==> src/rtl/ddr_pkg.sv <==
// Shared types and sizing helpers for the DDR serializer.
// DDR_PARITY_EN adds a parity trailer cycle, which changes the cycles-per-word count.
package ddr_pkg;

   typedef enum logic {
      IDLE  = 1'b0,
      SHIFT = 1'b1
   } state_t;

`ifdef DDR_PARITY_EN
   localparam bit PARITY_EN = 1'b1;
`else
   localparam bit PARITY_EN = 1'b0;
`endif

   // Line cycles occupied by one word (CYC).
   function automatic int ddr_cyc(input int dw);
      return PARITY_EN ? (dw / 2 + 1) : (dw / 2);
   endfunction

   function automatic int ddr_cnt_w(input int dw);
      return $clog2(ddr_cyc(dw) + 1);
   endfunction

endpackage

==> src/rtl/ddr_serializer_if.sv <==
// Word handshake into the DDR serializer: the source drives data/valid, the serializer drives ready.
interface ddr_serializer_if #(
   parameter int DW = 8
) ();
   logic [DW-1:0] i_data;
   logic          i_valid;
   logic          o_ready;

   modport master (output i_data, output i_valid, input o_ready);
   modport slave  (input i_data, input i_valid, output o_ready);
endinterface

==> src/rtl/ddr_serializer_out_cell.sv <==
// DDR output cell: posedge rail, negedge rail and the clock-level mux onto the line.
module ddr_out_cell (
   input  logic i_clk,
   input  logic i_rstn,
   input  logic i_pos_d,
   input  logic i_neg_d,
   output logic o_q_pos,
   output logic o_q_neg,
   output logic o_ddr
);
   logic r_q_pos;
   logic r_q_neg;

   always_ff @(posedge i_clk or negedge i_rstn) begin
      if (!i_rstn) r_q_pos <= 1'b0;
      else         r_q_pos <= i_pos_d;
   end

   // Pure re-timing of the odd bit by half a cycle; no decisions here.
   always_ff @(negedge i_clk or negedge i_rstn) begin
      if (!i_rstn) r_q_neg <= 1'b0;
      else         r_q_neg <= i_neg_d;
   end

   assign o_q_pos = r_q_pos;
   assign o_q_neg = r_q_neg;
   assign o_ddr   = i_clk ? r_q_pos : r_q_neg;
endmodule

==> src/rtl/ddr_serializer.sv <==
// DDR serializer: one holding buffer plus a shifter, sends 2 bits per i_clk cycle, bit 0 first.
// Optional: define DDR_PARITY_EN for an even-parity trailer cycle after each word.
module ddr_serializer
   import ddr_pkg::*;
#(
   parameter int DW = 8
) (
   input  logic            i_clk,
   input  logic            i_rstn,
   ddr_serializer_if.slave s_if,
   output logic            o_ddr,
   output logic            o_q_pos,
   output logic            o_q_neg,
   output logic            o_frame,
   output logic            o_sof
);
   localparam int            CYC       = ddr_cyc(DW);
   localparam int            CW        = ddr_cnt_w(DW);
   localparam logic [CW-1:0] LAST      = CW'(CYC - 1);
   localparam logic [CW-1:0] DATA_LAST = CW'(DW / 2 - 1);

   state_t        r_state,    w_state_nxt;
   logic [CW-1:0] r_cnt,      w_cnt_nxt;
   logic [DW-1:0] r_buf,      w_buf_nxt;
   logic [DW-1:0] r_sh,       w_sh_nxt;
   logic          r_buf_full, w_buf_full_nxt;
   logic          r_neg_stage, w_neg_stage_nxt;
   logic          r_frame,    w_frame_nxt;
   logic          r_sof,      w_sof_nxt;
   logic          w_pos_d;
   logic          w_accept;
   logic          w_word_end;
`ifdef DDR_PARITY_EN
   logic          r_par,      w_par_nxt;
`endif

   assign s_if.o_ready = !r_buf_full;
   assign w_accept     = s_if.i_valid && !r_buf_full;
   assign w_word_end   = (r_state == IDLE) || (r_cnt == LAST);

   // NOTE: every signal gets a default before any branch, so no path leaves one unassigned and no latch is inferred.
   always_comb begin
      w_state_nxt     = r_state;
      w_cnt_nxt       = r_cnt;
      w_buf_nxt       = r_buf;
      w_sh_nxt        = r_sh;
      w_buf_full_nxt  = r_buf_full;
      w_pos_d         = 1'b0;
      w_neg_stage_nxt = 1'b0;
      w_frame_nxt     = 1'b0;
      w_sof_nxt       = 1'b0;
`ifdef DDR_PARITY_EN
      w_par_nxt       = r_par;
`endif

      if (w_accept) begin
         w_buf_nxt      = s_if.i_data;
         w_buf_full_nxt = 1'b1;
      end

      if (w_word_end && r_buf_full) begin
         w_pos_d         = r_buf[0];
         w_neg_stage_nxt = r_buf[1];
         w_sh_nxt        = r_buf >> 2;
         w_cnt_nxt       = '0;
         w_buf_full_nxt  = 1'b0;
         w_state_nxt     = SHIFT;
         w_frame_nxt     = 1'b1;
         w_sof_nxt       = 1'b1;
`ifdef DDR_PARITY_EN
         w_par_nxt       = ^r_buf;
`endif
      end else if (r_state == SHIFT && r_cnt < DATA_LAST) begin
         w_pos_d         = r_sh[0];
         w_neg_stage_nxt = r_sh[1];
         w_sh_nxt        = r_sh >> 2;
         w_cnt_nxt       = r_cnt + 1'b1;
         w_frame_nxt     = 1'b1;
`ifdef DDR_PARITY_EN
      end else if (r_state == SHIFT && r_cnt == DATA_LAST) begin
         w_pos_d         = r_par;
         w_neg_stage_nxt = ~r_par;
         w_cnt_nxt       = r_cnt + 1'b1;
         w_frame_nxt     = 1'b1;
`endif
      end else if (r_state == SHIFT) begin
         w_state_nxt = IDLE;
         w_cnt_nxt   = '0;
      end
   end

   // NOTE: sequential state uses non-blocking assignments so all flops update together from pre-edge values.
   always_ff @(posedge i_clk or negedge i_rstn) begin
      if (!i_rstn) begin
         r_state <= IDLE;
         r_cnt   <= '0;
      end else begin
         r_state <= w_state_nxt;
         r_cnt   <= w_cnt_nxt;
      end
   end

   // NOTE: the buffer and shifter are reset too, so a discarded word can never leak onto the line.
   always_ff @(posedge i_clk or negedge i_rstn) begin
      if (!i_rstn) begin
         r_buf       <= '0;
         r_sh        <= '0;
         r_buf_full  <= 1'b0;
         r_neg_stage <= 1'b0;
         r_frame     <= 1'b0;
         r_sof       <= 1'b0;
      end else begin
         r_buf       <= w_buf_nxt;
         r_sh        <= w_sh_nxt;
         r_buf_full  <= w_buf_full_nxt;
         r_neg_stage <= w_neg_stage_nxt;
         r_frame     <= w_frame_nxt;
         r_sof       <= w_sof_nxt;
      end
   end

`ifdef DDR_PARITY_EN
   always_ff @(posedge i_clk or negedge i_rstn) begin
      if (!i_rstn) r_par <= 1'b0;
      else         r_par <= w_par_nxt;
   end
`endif

   ddr_out_cell u_out (
      .i_clk   (i_clk),
      .i_rstn  (i_rstn),
      .i_pos_d (w_pos_d),
      .i_neg_d (r_neg_stage),
      .o_q_pos (o_q_pos),
      .o_q_neg (o_q_neg),
      .o_ddr   (o_ddr)
   );

   assign o_frame = r_frame;
   assign o_sof   = r_sof;
endmodule

==> src/flat_wrapper.sv <==
// flat-port wrapper written by rule: the top's interface ports become plain ports
module ddr_serializer_flat import ddr_pkg::*;
#(
   parameter int DW = 8
)
  (i_clk, i_rstn, o_ddr, o_q_pos, o_q_neg, o_frame, o_sof, s_if_i_data, s_if_i_valid, s_if_o_ready);
  ddr_serializer_if #(.DW(DW)) s_if_i ();
  input  logic i_clk;
  input  logic i_rstn;
  output logic o_ddr;
  output logic o_q_pos;
  output logic o_q_neg;
  output logic o_frame;
  output logic o_sof;
  input wire logic [$bits(s_if_i.i_data)-1:0] s_if_i_data;
  input wire logic [$bits(s_if_i.i_valid)-1:0] s_if_i_valid;
  output wire logic [$bits(s_if_i.o_ready)-1:0] s_if_o_ready;
  assign s_if_i.i_data = s_if_i_data;
  assign s_if_i.i_valid = s_if_i_valid;
  assign s_if_o_ready = s_if_i.o_ready;
  ddr_serializer #(.DW(DW)) u_core (.i_clk(i_clk), .i_rstn(i_rstn), .s_if(s_if_i), .o_ddr(o_ddr), .o_q_pos(o_q_pos), .o_q_neg(o_q_neg), .o_frame(o_frame), .o_sof(o_sof));
endmodule
==> config.mk <==
export PLATFORM = sky130hd
export DESIGN_NAME = ddr_serializer_flat
export DESIGN_NICKNAME = d
export VERILOG_FILES = /design/src/rtl/ddr_pkg.sv /design/src/rtl/ddr_serializer_if.sv /design/src/rtl/ddr_serializer_out_cell.sv /design/src/rtl/ddr_serializer.sv /design/src/flat_wrapper.sv
export SDC_FILE = /design/constraint.sdc
export NUM_CORES = 1
export LEC_CHECK = 0
export CORE_ASPECT_RATIO = 0.5
export CORE_MARGIN = 5
export CORE_UTILIZATION = 30
export DETAILED_ROUTE_END_ITERATION = 8
export DONT_BUFFER_PORTS = 1
export PLACE_DENSITY = 0.41
export SETUP_SLACK_MARGIN = 0.15
export SLEW_MARGIN = 20
export SYNTH_ARGS = -nofsm -noshare
export SYNTH_HDL_FRONTEND = slang
export SYNTH_SLANG_ARGS = --single-unit
export TNS_END_PERCENT = 20
==> constraint.sdc <==
create_clock -name i_clk -period 2 [get_ports i_clk]
set_clock_uncertainty 0.2 [all_clocks]
set_input_delay 0.4 -clock i_clk [delete_from_list [all_inputs] [get_ports i_clk]]
set_output_delay 0.4 -clock i_clk [all_outputs]
set_load 0.01 [all_outputs]
==> run metrics <==
WP buf/inv 0; largest net degree at the start of global routing 24; Initial Util a little under a third; CP endpoint kind output port; first-pass GRT wire length 3150 um; total grt overflow 0; Lkg Pwr 0.000567 uW; Worst-Margin Slew 0.513 ns; worst-skew pair later-pin latency roughly 0.36 ns; drt drc 0; outcome finished, violations left; CP max stage cell dfrtn_1; HPWL Detailed approximately 1200 um; CP Data Arrival Time just over 2 ns; crit-path max cell delay 0.34 ns; Final setup viols 2; post-route setup slack -0.618 ns; 1st-iter DRT viols 34; gr usage total under 10%; DR vias 595; commonest non-fill, non-tap cell in the layout dfrtp_1; initial antenna violation count 0; crit-path cells mux2_4; Slew headroom 65.8%; pre-CTS WS -0.204 ns; reg2reg start u_core.r_cnt[1]$_DFFE_PN0P_; Yosys cell types 20; R2R depth 6; share of layout cells above drive strength 1 between 30% and 40%; Gate Count Post-Synth 70; hold path start u_core.r_sh[4]$_DFFE_PN0P_; Critical Path Source Type register; DR pass1 iterations 2; area of the core 3070 sq um; max-cap viol count 0; DIE HEIGHT a little over 50 um; Final nets 100; Min-Delay Path Depth 1; vias in the first global route 623; Final Hold Vio Count 0; FF-to-FF setup slack between 0.2 and 0.25 ns; Overall Power 2080 uW; Syn-to-layout area delta 26.2%; fin. max-slew vios 0; Boundary Pins 17; critical path class reg2out; I/O Buffers 0; number of antenna diodes 0; # rows 14; commonest non-fill, non-tap cells in the layout dfrtp_1 (23), dlygate4sd3_1 (10), mux2_2 (9); Seq/Total Area, Yosys a little over 60%; Synth Register Bits 24; drt wl/cell 14.7 um; die area 4570 sq um; Die W 90.8 um; Worst Hold Class reg2reg; Max FO, Critical Path 2; WP data required between 1 and 1.5 ns; final core occ 40.3%; Largest delay share family, worst path flip-flops; pwr/cell area 1690 nW/um^2; CP startpoint u_core.u_out.o_q_neg$_DFF_NN0_; hold-critical path endpoint u_core.r_sh[4]$_DFFE_PN0P_; Clk pin slew, worst setup/hold paths 0.08 ns; area of the mapped netlist between 900 and 1000 sq um; Total Wirelength roughly 1900 um; RD Place Congestion 0.642; Routed Antenna Nets 0; Via-to-Cell Ratio between 4 and 5; Peak supply drop 0.000578 V; Syn. warnings 0; RSZ-0062 raised after global routing true; r2r endpoint u_core.r_sh[1]$_DFFE_PN0P_; Syn Area/Cell 14.0 sq um; violated checks setup timing; CTS tree yes; syn_nets 83
[logic make-up after synthesis]
kind of cell,synth area share [%]
flops,61.4
simple gates,8.57
compound gates,10.7
mux,11.5
buf+inv,5.24
fa+ha+maj,2.56
[sequential cells by signal, summed over array words and instances, names as in the netlist]
name,count
u_core.o_frame,1
u_core.u_out.o_q_pos,1
u_core.r_neg_stage,1
u_core.r_state,1
u_core.r_sh,6
u_core.r_cnt,3
u_core.r_buf,8
u_core.o_sof,1
u_core.u_out.o_q_neg,1
u_core.r_buf_full,1
[power breakdown]
group	switching [uW]	internal, uW	total, uW
Clock	190	298	488
Sequential	161	713	874
Combinational	321	399	720
Total	672	1410	2080
[timing repair]
action                     CTS  global route
hold buffers                10             1
resized for setup            5             4
setup buffers                0             0
hold endpoints to repair    32            23
pin swaps                    0             3
setup endpoints to repair   10             6
[area by class of cell]
class / instances / area [sq um]
fillers: 284 / 1830
flip-flops and latches: 24 / 601
multi-input cells: 37 / 355
repair buffers: 13 / 124
clock buffers: 7 / 86.3
well taps: 40 / 50.0
inverters: 5 / 18.8
[synth_stat cells]
cell / count / area (sq um)
nand2_2: 1 / 6.26
a22o_1: 6 / 52.6
clkbuf_2: 1 / 5.00
a221o_1: 4 / 40.0
nand2b_1: 1 / 6.26
mux2_2: 10 / 113
inv_1: 5 / 18.8
nor2_1: 3 / 11.3
buf_6: 2 / 22.5
and3_4: 1 / 11.3
and2_0: 1 / 6.26
nor2b_1: 1 / 6.26
buf_2: 1 / 5.00
and3_1: 4 / 25.0
dfrtp_1: 23 / 576
ha_1: 2 / 25.0
nand2_1: 1 / 3.75
and2b_1: 1 / 7.51
a22oi_2: 1 / 12.5
dfrtn_1: 1 / 25.0
[through the flow]
step	hold WS [ns]	TNS [ns]	cells	cell area, sq um
after floorplan	-0.0956	-0.274	70	982
after global placement	-0.0949	-0.300	108	1010
after detailed placement	-0.0950	-0.313	108	1010
after CTS	0.311	-1.16	125	1210
after global routing	0.328	-1.19	126	1230
final	0.308	-1.13	126	1230
[how the worst max path moves through the flow]
stage / slack (ns) / endpoint / cells past startpoint
2_1_floorplan: -0.25 / o_ddr / 1
3_3_place_gp: -0.20 / o_ddr / 1
3_5_place_dp: -0.20 / o_ddr / 1
4_1_cts: -0.63 / o_ddr / 1
5_1_grt: -0.65 / o_ddr / 1
6_report: -0.62 / o_ddr / 1
[per-layer routing]
layer | vias to the layer above | part of all wire, % | global-route usage [%]
met2 | 11 | 45 | 13.5
met1 | 305 | 50 | 11.5
met3 | 0 | 5.8 | 5.97
li1 | 279 | - | -
met4 | 0 | 0 | 2.72
met5 | - | 0 | 0
(Power assumes the default switching activity.)
